===== src/rtl/coo_aggregate_block.sv =====
// coo_aggregate_block: the aggregation stage of the GCN pipeline.
// It walks a COO edge list of an undirected graph. For each edge (s,d) it
// adds FM_WM row d into ADJ_FM_WM row s, then FM_WM row s into ADJ_FM_WM
// row d. The ADJ_FM_WM result is held in registers.
//
// Ports:
//   clk, reset     clock; synchronous active-high reset
//   done_trans     level input; FM_WM memory is valid, so aggregation starts
//   coo_address    COO entry index being read
//   coo_src/dst    COO entry at coo_address (combinational read)
//   fm_wm_adr      FM_WM row to read
//   fm_wm_row_in   FM_WM row at fm_wm_adr (combinational read)
//   read_row       argmax row select
//   adj_fm_wm_row  ADJ_FM_WM[read_row]; all zeros when read_row is out of range
//   done_comb      sticky completion flag; cleared only by reset
module coo_aggregate_block #(
    parameter int unsigned FEATURE_ROWS   = 6,
    parameter int unsigned WEIGHT_COLS    = 3,
    parameter int unsigned DOT_PROD_WIDTH = 16,
    parameter int unsigned NUM_EDGES      = 6,
    parameter int unsigned COO_BW         = 3,
    parameter int unsigned EDGE_ADR_W     = 3,
    parameter int unsigned ROW_ADR_W      = 3
) (
    input  logic                                        clk,
    input  logic                                        reset,
    input  logic                                        done_trans,
    output logic [EDGE_ADR_W-1:0]                       coo_address,
    input  logic [COO_BW-1:0]                           coo_src,
    input  logic [COO_BW-1:0]                           coo_dst,
    output logic [ROW_ADR_W-1:0]                        fm_wm_adr,
    input  logic [WEIGHT_COLS-1:0][DOT_PROD_WIDTH-1:0]  fm_wm_row_in,
    input  logic [ROW_ADR_W-1:0]                        read_row,
    output logic [WEIGHT_COLS-1:0][DOT_PROD_WIDTH-1:0]  adj_fm_wm_row,
    output logic                                        done_comb
);

    typedef enum logic [2:0] {
        IDLE,
        CLEAR,
        SD,
        DS,
        DONE
    } state_t;

    localparam logic [EDGE_ADR_W-1:0] LAST_EDGE = EDGE_ADR_W'(NUM_EDGES - 1);

    state_t                                     state_q, state_d;
    logic [EDGE_ADR_W-1:0]                      cnt_q, cnt_d;
    logic                                       done_q, done_d;
    logic [WEIGHT_COLS-1:0][DOT_PROD_WIDTH-1:0] adj_q [FEATURE_ROWS];
    logic [WEIGHT_COLS-1:0][DOT_PROD_WIDTH-1:0] adj_d [FEATURE_ROWS];

    int unsigned src_i;
    int unsigned dst_i;
    logic        edge_ok;

    // An edge with either endpoint out of range is skipped entirely.
    always_comb begin
        src_i   = 32'(coo_src);
        dst_i   = 32'(coo_dst);
        edge_ok = (src_i < FEATURE_ROWS) && (dst_i < FEATURE_ROWS);
    end

    always_comb begin
        state_d     = state_q;
        cnt_d       = cnt_q;
        adj_d       = adj_q;
        // done_comb rises one cycle after DONE is entered, then stays set.
        done_d      = done_q | (state_q == DONE);
        coo_address = cnt_q;
        fm_wm_adr   = '0;

        case (state_q)
            IDLE: begin
                if (done_trans) state_d = CLEAR;
            end
            CLEAR: begin
                for (int unsigned r = 0; r < FEATURE_ROWS; r++) adj_d[r] = '0;
                cnt_d   = '0;
                state_d = SD;
            end
            SD: begin
                fm_wm_adr = ROW_ADR_W'(coo_dst);
                if (edge_ok) begin
                    for (int unsigned r = 0; r < FEATURE_ROWS; r++) begin
                        if (r == src_i) begin
                            for (int unsigned c = 0; c < WEIGHT_COLS; c++)
                                adj_d[r][c] = adj_q[r][c] + fm_wm_row_in[c];
                        end
                    end
                end
                state_d = DS;
            end
            DS: begin
                fm_wm_adr = ROW_ADR_W'(coo_src);
                // A self-loop was already accumulated once in SD.
                if (edge_ok && (src_i != dst_i)) begin
                    for (int unsigned r = 0; r < FEATURE_ROWS; r++) begin
                        if (r == dst_i) begin
                            for (int unsigned c = 0; c < WEIGHT_COLS; c++)
                                adj_d[r][c] = adj_q[r][c] + fm_wm_row_in[c];
                        end
                    end
                end
                if (cnt_q == LAST_EDGE) begin
                    state_d = DONE;
                end else begin
                    cnt_d   = cnt_q + EDGE_ADR_W'(1);
                    state_d = SD;
                end
            end
            DONE: begin
                state_d = DONE;
            end
            default: begin
                state_d = IDLE;
            end
        endcase
    end

    always_ff @(posedge clk) begin
        if (reset) begin
            state_q <= IDLE;
            cnt_q   <= '0;
            done_q  <= 1'b0;
            for (int unsigned r = 0; r < FEATURE_ROWS; r++) adj_q[r] <= '0;
        end else begin
            state_q <= state_d;
            cnt_q   <= cnt_d;
            done_q  <= done_d;
            adj_q   <= adj_d;
        end
    end

    always_comb begin
        adj_fm_wm_row = '0;
        for (int unsigned r = 0; r < FEATURE_ROWS; r++) begin
            if (32'(read_row) == r) adj_fm_wm_row = adj_q[r];
        end
    end

    assign done_comb = done_q;

endmodule


===== config.mk =====
export PLATFORM = sky130hd
export DESIGN_NAME = coo_aggregate_block
export DESIGN_NICKNAME = d
export VERILOG_FILES = /design/src/rtl/coo_aggregate_block.sv
export SDC_FILE = /design/constraint.sdc
export NUM_CORES = 1
export LEC_CHECK = 0
export CORE_AREA = 4 4 215 217
export DETAILED_ROUTE_END_ITERATION = 12
export DIE_AREA = 0 0 219 221
export GPL_TIMING_DRIVEN = 0
export HOLD_SLACK_MARGIN = 0.08
export PLACE_DENSITY = 0.74
export SETUP_SLACK_MARGIN = 0.05
export SLEW_MARGIN = 20
export SYNTH_ARGS = -nofsm -noshare
export SYNTH_HDL_FRONTEND = slang
export SYNTH_SLANG_ARGS = --single-unit

===== constraint.sdc =====
create_clock -name clk -period 6.5 [get_ports clk]
set_input_delay 0.65 -clock clk [delete_from_list [all_inputs] [get_ports clk]]
set_output_delay 0.65 -clock clk [all_outputs]
set_load 0.05 [all_outputs]

== Yosys cells after proc, flatten, opt, wreduce, memory -nomap -nowiden ==
Cells that the tools add are included.
Storage, ports and cells
  bits in registers: 295
  word-level logic and storage cells: 122
Cells by class
  add/sub/neg operators: 19
  $lt $le $gt $ge: 2
  eq/ne operators: 37
  multiplexer cells: 27
  bitwise logic cells: 1
  reduce and logical (&&, ||, !) cells: 15
Operators with widths (count)
  $mux W48: 18
  $pmux W288 S3: 1
  $mux W288: 2
  $add A16 B16 Y16: 18
  $logic_not A32 Y1: 2
  $ne A2 B2 Y1 const B: 16
  $reduce_and A5 Y1: 6
  $pmux W3 S5: 1
  $eq A2 B3 Y1 const A: 4
  $eq A3 B2 Y1 const B: 4
  $eq A3 B3 Y1 const A: 4
  $eq A3 B3 Y1 const B: 4
  $pmux W3 S2: 2
  $mux W3: 3
  $eq A1 B3 Y1 const A: 2
  $eq A3 B1 Y1 const B: 2
  $logic_not A3 Y1: 2
  $lt A3 B3 Y1 const B: 2
  $add A3 B1 Y3 const B: 1
  $ne A3 B3 Y1: 1
  $reduce_bool A3 Y1: 1
  $logic_and A1 B1 Y1: 2
  $reduce_and A2 Y1: 1
  $reduce_bool A2 Y1: 1
  $or A1 B1 Y1: 1

== Longest topological paths before layout ==
Gate-level depths: netlist of run 1.
  depth in word-level cells: 7
  gate-level depth with buffers: 11

== Worst setup path after synthesis of run 1 ==
OpenSTA, ideal clock, no wires.
  path type: input port to output port
  start point: input read_row[0]
  end point: output adj_fm_wm_row[36] in the netlist's numbering
  arrival time: 2883 ps
  path slack: 2967 ps
  cell stages on the path: 7
  cell sequence: clkbuf_1 clkbuf_1 buf_1 mux2i_1 nor2_1 a21oi_1 o221ai_1
RTL lines
  start: declaration: line 33  | input logic [ROW_ADR_W-1:0] read_row,
  end: declaration: line 34  | output logic [WEIGHT_COLS-1:0][DOT_PROD_WIDTH-1:0] adj_fm_wm_row,

==> results of run 1 <==
[flip-flops by register name, summed over array words and instances (netlist names)]
name and cells:
adj_q 288, coo_address 3, state_q 3, done_comb 1
[cell type report]
type	instances	area (um2)
diodes	1	2.50
multi-input cells	2527	17600
repair buffers	110	1100
plain buffers	138	574
well taps	592	741
flip-flops and latches	295	5910
inverters	147	552
clock inverters	5	53.8
clock buffers	60	1110
fillers	4044	16500
[report_power, final]
group          total (uW)  switching [uW]  leakage [uW]  internal, uW
registers            1950            68.6       0.00239          1890
clock network        2060             851      0.000572          1210
logic                1400             900       0.00895           499
total                5410            1820        0.0119          3590
[worst max-delay path, stage by stage]
cell and delay (ps):
sky130_fd_sc_hd__clkbuf_2 490, sky130_fd_sc_hd__clkbuf_1 800, sky130_fd_sc_hd__buf_1 850, sky130_fd_sc_hd__mux2i_1 270, sky130_fd_sc_hd__o221ai_1 400, sky130_fd_sc_hd__clkdlybuf4s50_1 900
[worst min path at each step]
| stage | cells after the start | slack, ps | end | from |
|---|---|---|---|---|
| 2_1_floorplan | 2 | 440 | adj_q[170] | adj_q[170] |
| 3_3_place_gp | 1 | 460 | adj_q[79] | adj_q[79] |
| 3_5_place_dp | 1 | 460 | adj_q[79] | adj_q[79] |
| 4_1_cts | 1 | 470 | adj_q[79] | adj_q[79] |
| 5_1_grt | 1 | 500 | adj_q[79] | adj_q[79] |
| 6_report | 1 | 470 | adj_q[271] | adj_q[271] |
[layer usage]
layer	GRT usage, %	up-vias	wire length [um]	part of all wire, %
li1	-	11800	-	-
met1	45.9	11900	36600	41
met2	54.9	1198	38500	43
met3	5.29	268	7640	8.6
met4	21.7	0	6070	6.8
met5	0	-	0	0
[metrics by stage]
step	worst slack (ps)	instances	cell area (um2)	utilization, %	total power, uW
2_1_floorplan	2970	3107	24600	-	2900
3_3_place_gp	670	3807	26400	59.8	3300
3_5_place_dp	1270	3809	26400	59.9	3340
4_1_cts	1240	3874	27600	62.6	5390
5_1_grt	1450	3874	27600	62.6	5610
6_report	1460	3875	27600	62.6	5410
[synthesized netlist by cell type, types with 13 or more instances]
cell / n / area, um2
sky130_fd_sc_hd__a211oi_1: 26 / 195
sky130_fd_sc_hd__a21boi_0: 19 / 143
sky130_fd_sc_hd__a21o_1: 96 / 721
sky130_fd_sc_hd__a21oi_1: 210 / 1050
sky130_fd_sc_hd__a22o_1: 26 / 228
sky130_fd_sc_hd__a22oi_1: 145 / 1090
sky130_fd_sc_hd__a31oi_1: 28 / 175
sky130_fd_sc_hd__a32oi_1: 15 / 131
sky130_fd_sc_hd__and2_1: 14 / 87.6
sky130_fd_sc_hd__and3_1: 17 / 106
sky130_fd_sc_hd__buf_1: 17 / 63.8
sky130_fd_sc_hd__buf_2: 24 / 120
sky130_fd_sc_hd__clkbuf_1: 92 / 345
sky130_fd_sc_hd__dfxtp_1: 295 / 5910
sky130_fd_sc_hd__fa_1: 18 / 360
sky130_fd_sc_hd__ha_1: 272 / 3400
sky130_fd_sc_hd__inv_1: 145 / 544
sky130_fd_sc_hd__mux2i_1: 98 / 981
sky130_fd_sc_hd__nand2_1: 273 / 1020
sky130_fd_sc_hd__nand2b_1: 29 / 181
sky130_fd_sc_hd__nand3_1: 55 / 275
sky130_fd_sc_hd__nand4_1: 18 / 113
sky130_fd_sc_hd__nor2_1: 327 / 1230
sky130_fd_sc_hd__nor2b_1: 41 / 257
sky130_fd_sc_hd__nor3_1: 51 / 255
sky130_fd_sc_hd__nor3b_1: 13 / 97.6
sky130_fd_sc_hd__nor4_1: 13 / 81.3
sky130_fd_sc_hd__o2111ai_1: 23 / 201
sky130_fd_sc_hd__o211ai_1: 21 / 158
sky130_fd_sc_hd__o21a_1: 26 / 195
sky130_fd_sc_hd__o21ai_0: 217 / 1090
sky130_fd_sc_hd__o21bai_1: 13 / 97.6
sky130_fd_sc_hd__o221ai_1: 45 / 394
sky130_fd_sc_hd__o31ai_1: 13 / 97.6
sky130_fd_sc_hd__or3_1: 47 / 294
sky130_fd_sc_hd__xnor2_1: 106 / 928
sky130_fd_sc_hd__xor2_1: 66 / 578
[cells by family (layout without fill, tap and decap cells)]
group,Yosys count,in the layout,synth area share [%]
DFF,295,295,24.0
buffers and inverters,285,460,4.57
xor gates and xnor gates,173,173,6.19
other,0,1,0
AOI/OAI and AO/OA,1018,1018,27.8
adders and majority gates,290,290,15.3
muxes,101,101,4.27
and+or+nand+nor,945,945,17.8
==> results by group, run 1 <==
Timing
  – Final clock period utilization by the worst path: 77.6%
  – Transition time at the pin with the least slew margin: 1350 ps
  – Upper clock frequency limit: 198 MHz
  – Worst Clk Skew: 22.0 ps
  – Unrepaired setup endpoints after global routing: no
  – Shortest period the worst path allows: 5040 ps
  – Slew HR: 10.3%
  – Setup tns final: 0 ps
  – Hold Slack: 474 ps
  – Setup Viol. Count Final: 0
  – Final hold violation count: 0
  – Max Slew Vio Count: 0

Floorplan
  – Effective utilization at floorplan: 55.7%
  – Y dimension of the die: 221 um
  – Core region area: 44,100 um2
  – Total Die Area: 48,400 um2
  – Row cnt: 77
  – Die span in x: 219 um
  – Io pins: 115

CTS
  – Hold-fix buffers, CTS: 0
  – Post CTS Setup Buffer Count: 0
  – CTS buffer count: 37
  – Clock sinks: 295
  – Root buffer cell: sky130_fd_sc_hd__clkbuf_16
  – Clock network latency to the later pin of the worst-skew pair: 570 ps
  – Number of instances resized during post-cts repair: 0
  – TritonCTS clock tree: done
  – Maximum clock path buffer count: 3
  – CTS clk-pin slew, worst paths: 60 ps
  – H-tree levels: 2

Finish
  – Fraction of final layout cells with drive strength greater than 1: 3.56%
  – Final #Nets: 3,606
  – Commonest non-fill, non-tap cell in the layout: sky130_fd_sc_hd__nor2_1
  – Commonest cells after routing, fill and taps aside: sky130_fd_sc_hd__nor2_1 (324), sky130_fd_sc_hd__dfxtp_1 (295), sky130_fd_sc_hd__nand2_1 (273)
  – Synth-to-layout area growth: 12.4%

Detailed routing
  – Routed wire length per instance: 22.9 um
  – Vias post-DR: 25,200
  – Number of nets with antenna violations after routing: 0
  – Total detailed-routing wirelength: 88.9 mm
  – Detail-routed via count per cell: 6.49
  – DRT iter0 DRCs: 2,423
  – DRT Pass-1 Iters: 8
  – DRC violations left: 0

Run
  – # Max-Cap Violations: 0

Global routing
  – Overflow left after global routing: 0
  – Largest net degree at the start of global routing: 12
  – Number of antenna violations at the first check in global routing: 0
  – First-pass GRT wire length: 135 mm
  – Via count of the first global-routing pass: 24,000
  – Tot GR Track Use: 35.3%

Setup path
  – Setup crit start kind: input pin
  – R2r worst-path depth: 9
  – Critical R2R Launch: state_q[0]
  – Reg-to-reg slack, setup: 2500 ps
  – Nature of the critical path endpoint: primary output
  – Endpoint of the worst setup timing path: adj_fm_wm_row[47]
  – Worst Path Max Fanout: 10
  – Required arrival time at the worst endpoint: 5850 ps
  – WS Path Type: in -> out
  – Setup crit start: read_row[0]
  – Endpoint arrival time on the critical path: 4390 ps
  – Endpoint of the lowest-slack register-to-register path: adj_q[279]

Power and ir drop
  – Leakage Power: 0.0119 uW
  – Ratio of total power to cell area: 196 nW/um2
  – Max VDD drop: 161 uV

Logic synthesis
  – Total of warnings raised by yosys: 0
  – Post-Synthesis Net Count: 3,457
  – Summed instance area of the synthesized netlist: 24,600 um2
  – Average size of a mapped cell: 7.91 um2
  – Number of flip-flops and latches in the synthesized netlist: 295
  – Post-synthesis cell count: 3,107
  – Async set-reset flop share out of synthesis: 0%
  – Synth unique cells: 82
  – Count of flip-flops with a built-in enable after synthesis: 0
  – Sequential fraction of the synthesis area: 24.0%
  – Most instantiated flip-flop cell in the synthesis netlist: sky130_fd_sc_hd__dfxtp_1

Run status
  – Result of the run: completed

Place
  – Number of input and output port buffers inserted: 108
  – Final estimated routing congestion in global placement: 0.996
  – HPWL reported at the end of detailed placement: 68.3 mm

Hold path
  – Worst min path class: reg -> reg
No activity file was read; power rests on OpenSTA's default activity.
==> inputs of run 2 (changes only) <==
==> constraint.sdc (replaced) <==
create_clock -name clk -period 4.8 [get_ports clk]
set_input_delay 0.48 -clock clk [delete_from_list [all_inputs] [get_ports clk]]
set_output_delay 0.48 -clock clk [all_outputs]
set_load 0.05 [all_outputs]
==> run 2 against run 1 <==
Sequential cell count stayed put; clock-buffer cell count stayed put; setup slack worse by 1300 ps; clock skew hardly changed; design area hardly changed; clock power is 36% higher; global-route usage hardly changed; die area stayed put; non-clock buffer count stayed put; first-iteration DRC count is 0.78% higher; largest cell class unchanged; critical path depth is 1 higher; via count hardly changed.
==> results by group, run 2 (same netlist as run 1, synthesis figures left out) <==
Global routing
  – Tot GR Track Use: 35.3% (about the same)
  – Overflow left after global routing: 0 (unchanged)
  – Via count of the first global-routing pass: 24,000 (+0.050%)
  – Number of antenna violations at the first check in global routing: 1 (+1)
  – Largest net degree at the start of global routing: 12 (unchanged)
  – First-pass GRT wire length: 135 mm (about the same)

Timing
  – Final hold violation count: 0 (unchanged)
  – Worst Clk Skew: 22.4 ps (+0.349 ps)
  – Upper clock frequency limit: 216 MHz
  – Unrepaired setup endpoints after global routing: no
  – Final clock period utilization by the worst path: 96.4%
  – Setup Viol. Count Final: 0 (unchanged)
  – Transition time at the pin with the least slew margin: 1310 ps (-37.6 ps)
  – Slew HR: 12.8% (+2.5 points)
  – Max Slew Vio Count: 0 (unchanged)
  – Shortest period the worst path allows: 4630 ps

Floorplan
  – Die span in x: 219 um (unchanged)
  – Row cnt: 77 (unchanged)
  – Effective utilization at floorplan: 55.7% (unchanged)
  – Y dimension of the die: 221 um (unchanged)
  – Total Die Area: 48,400 um2 (unchanged)
  – Core region area: 44,100 um2 (unchanged)
  – Io pins: 115 (unchanged)

Detailed routing
  – DRT Pass-1 Iters: 6 (-2)
  – Vias post-DR: 25,200 (+0.087%)
  – DRT iter0 DRCs: 2,442 (+0.78%)
  – Total detailed-routing wirelength: 89.2 mm (+0.40%)
  – Routed wire length per instance: 23.0 um (+0.40%)
  – Detail-routed via count per cell: 6.50 (about the same)
  – DRC violations left: 0 (unchanged)
  – Number of nets with antenna violations after routing: 0 (unchanged)

Finish
  – Commonest non-fill, non-tap cell in the layout: sky130_fd_sc_hd__nor2_1
  – Filler cells: 4,047 (+0.074%)
  – Reg with most FFs: adj_q
  – Largest register FFs: 288 (unchanged)
  – Final Util: 62.6% (about the same)
  – Layout Cells excl Fill: 3,875 (unchanged)
  – Commonest cells after routing, fill and taps aside: sky130_fd_sc_hd__nor2_1 (324), sky130_fd_sc_hd__dfxtp_1 (295), sky130_fd_sc_hd__nand2_1 (273)
  – Synth-to-layout area growth: 12.4% (about the same)
  – Fraction of final layout cells with drive strength greater than 1: 3.60% (+0.030 points)
  – Final #Nets: 3,606 (unchanged)

Setup path
  – Crit path buffers/inverters: 4 (unchanged)
  – Crit path cell chain: clkdlybuf4s50_1 > and2_1 > clkbuf_1 > clkbuf_1 > a21oi_1 > o221ai_1 > clkdlybuf4s50_1
  – CP peak stage delay: 910 ps (about the same)
  – Worst Path Max Fanout: 10 (unchanged)
  – Required arrival time at the worst endpoint: 4320 ps (-1530 ps)
  – Endpoint arrival time on the critical path: 4150 ps (-240 ps)
  – Delay-heaviest family, CP: buffers and inverters
  – Nature of the critical path endpoint: primary output
  – CP max stage cell: sky130_fd_sc_hd__clkdlybuf4s50_1
  – Setup crit start kind: input pin
  – WS Path Type: in -> out

Hold path
  – Worst min path class: reg -> reg

Place
  – Number of input and output port buffers inserted: 108 (unchanged)
  – HPWL reported at the end of detailed placement: 68.3 mm (unchanged)
  – Cell Count Post-Placement: 3,809 (unchanged)
  – Final estimated routing congestion in global placement: 0.996 (unchanged)

Run status
  – Result of the run: completed

CTS
  – Maximum clock path buffer count: 3 (unchanged)
  – H-tree levels: 2 (unchanged)
  – CTS buffer count: 37 (unchanged)
  – Clock network latency to the later pin of the worst-skew pair: 570 ps (about the same)
  – Hold-fix buffers, CTS: 0 (unchanged)
  – TritonCTS clock tree: done
  – Root buffer cell: sky130_fd_sc_hd__clkbuf_16
  – Clock sinks: 295 (unchanged)
  – CTS clk-pin slew, worst paths: 60 ps (about the same)

Run
  – # Max-Cap Violations: 0 (unchanged)

Power and ir drop
  – Max VDD drop: 218 uV (+35%)
  – Overall power consumption: 7340 uW (+36%)
  – Ratio of total power to cell area: 266 nW/um2 (+36%)
  – Leakage Power: 0.0119 uW (about the same)
[run 2: changes by cell type in the layout (fill, tap and decap cells not counted), sizes merged]
cell           before  now
buf                47   46
clkdlybuf4s15       0    1
[run 2: where the power goes]
group | internal, uW | total (uW) | switching [uW] | leakage, uW
clock network | 1640 | 2800 | 1160 | 0.000572
registers | 2550 | 2650 | 93.0 | 0.00239
logic | 676 | 1900 | 1220 | 0.00895
[run 2: timing repair]
| item | in CTS | in global routing |
|---|---|---|
| gates resized for setup | 2 | 0 |
| setup buffers | 0 | 0 |
| endpoints found under the setup margin | 17 | 0 |
[run 2: path summary, 6_finish.rpt]
check                           cells past startpoint                end   startpoint  slack, ps
worst max-delay path                                7  adj_fm_wm_row[30]  read_row[1]        170
worst min-delay path                                1         adj_q[271]   adj_q[271]        470
worst max register to register                      9         adj_q[279]   state_q[0]        820
worst min register to register                      1         adj_q[271]   adj_q[271]        470
[run 2: layout make-up]
| class | count | area, um2 | area share (%) |
|---|---|---|---|
| diodes | 1 | 2.50 | 0.00906 |
| plain buffers | 138 | 582 | 2.11 |
| clock buffers | 60 | 1110 | 4.04 |
| clock inverters | 5 | 53.8 | 0.195 |
| inverters | 147 | 552 | 2.00 |
| multi-input cells | 2527 | 17600 | 63.6 |
| flip-flops and latches | 295 | 5910 | 21.4 |
| well taps | 592 | 741 | 2.68 |
| repair buffers | 110 | 1100 | 3.98 |
[run 2: through the flow]
| step | worst slack [ps] | setup TNS [ps] | cell area, um2 | hold WS [ps] |
|---|---|---|---|---|
| after floorplan | 1610 | 0 | 24600 | 435 |
| after global placement | -690 | -19180 | 26400 | 459 |
| after detailed placement | -87.2 | -418 | 26400 | 460 |
| after CTS | 59.7 | 0 | 27600 | 473 |
| after global routing | 225 | 0 | 27600 | 500 |
| final | 173 | 0 | 27600 | 475 |
[run 2: worst register-to-register path: cells and delay by family, from the launching register on]
kind            cells  cell delay [ps]
compound gates      2             1290
simple gates        4              800
flops               1              300
buf+inv             3             1530
[run 2: per-layer routing]
layer / up-vias / track usage, % / part of all wire [%]
met3: 287 / 5.53 / 8.8
met1: 11900 / 45.9 / 41
li1: 11800 / - / -
met4: 2 / 22.0 / 7.1
met2: 1212 / 54.8 / 43
met5: - / 0 / 0.015
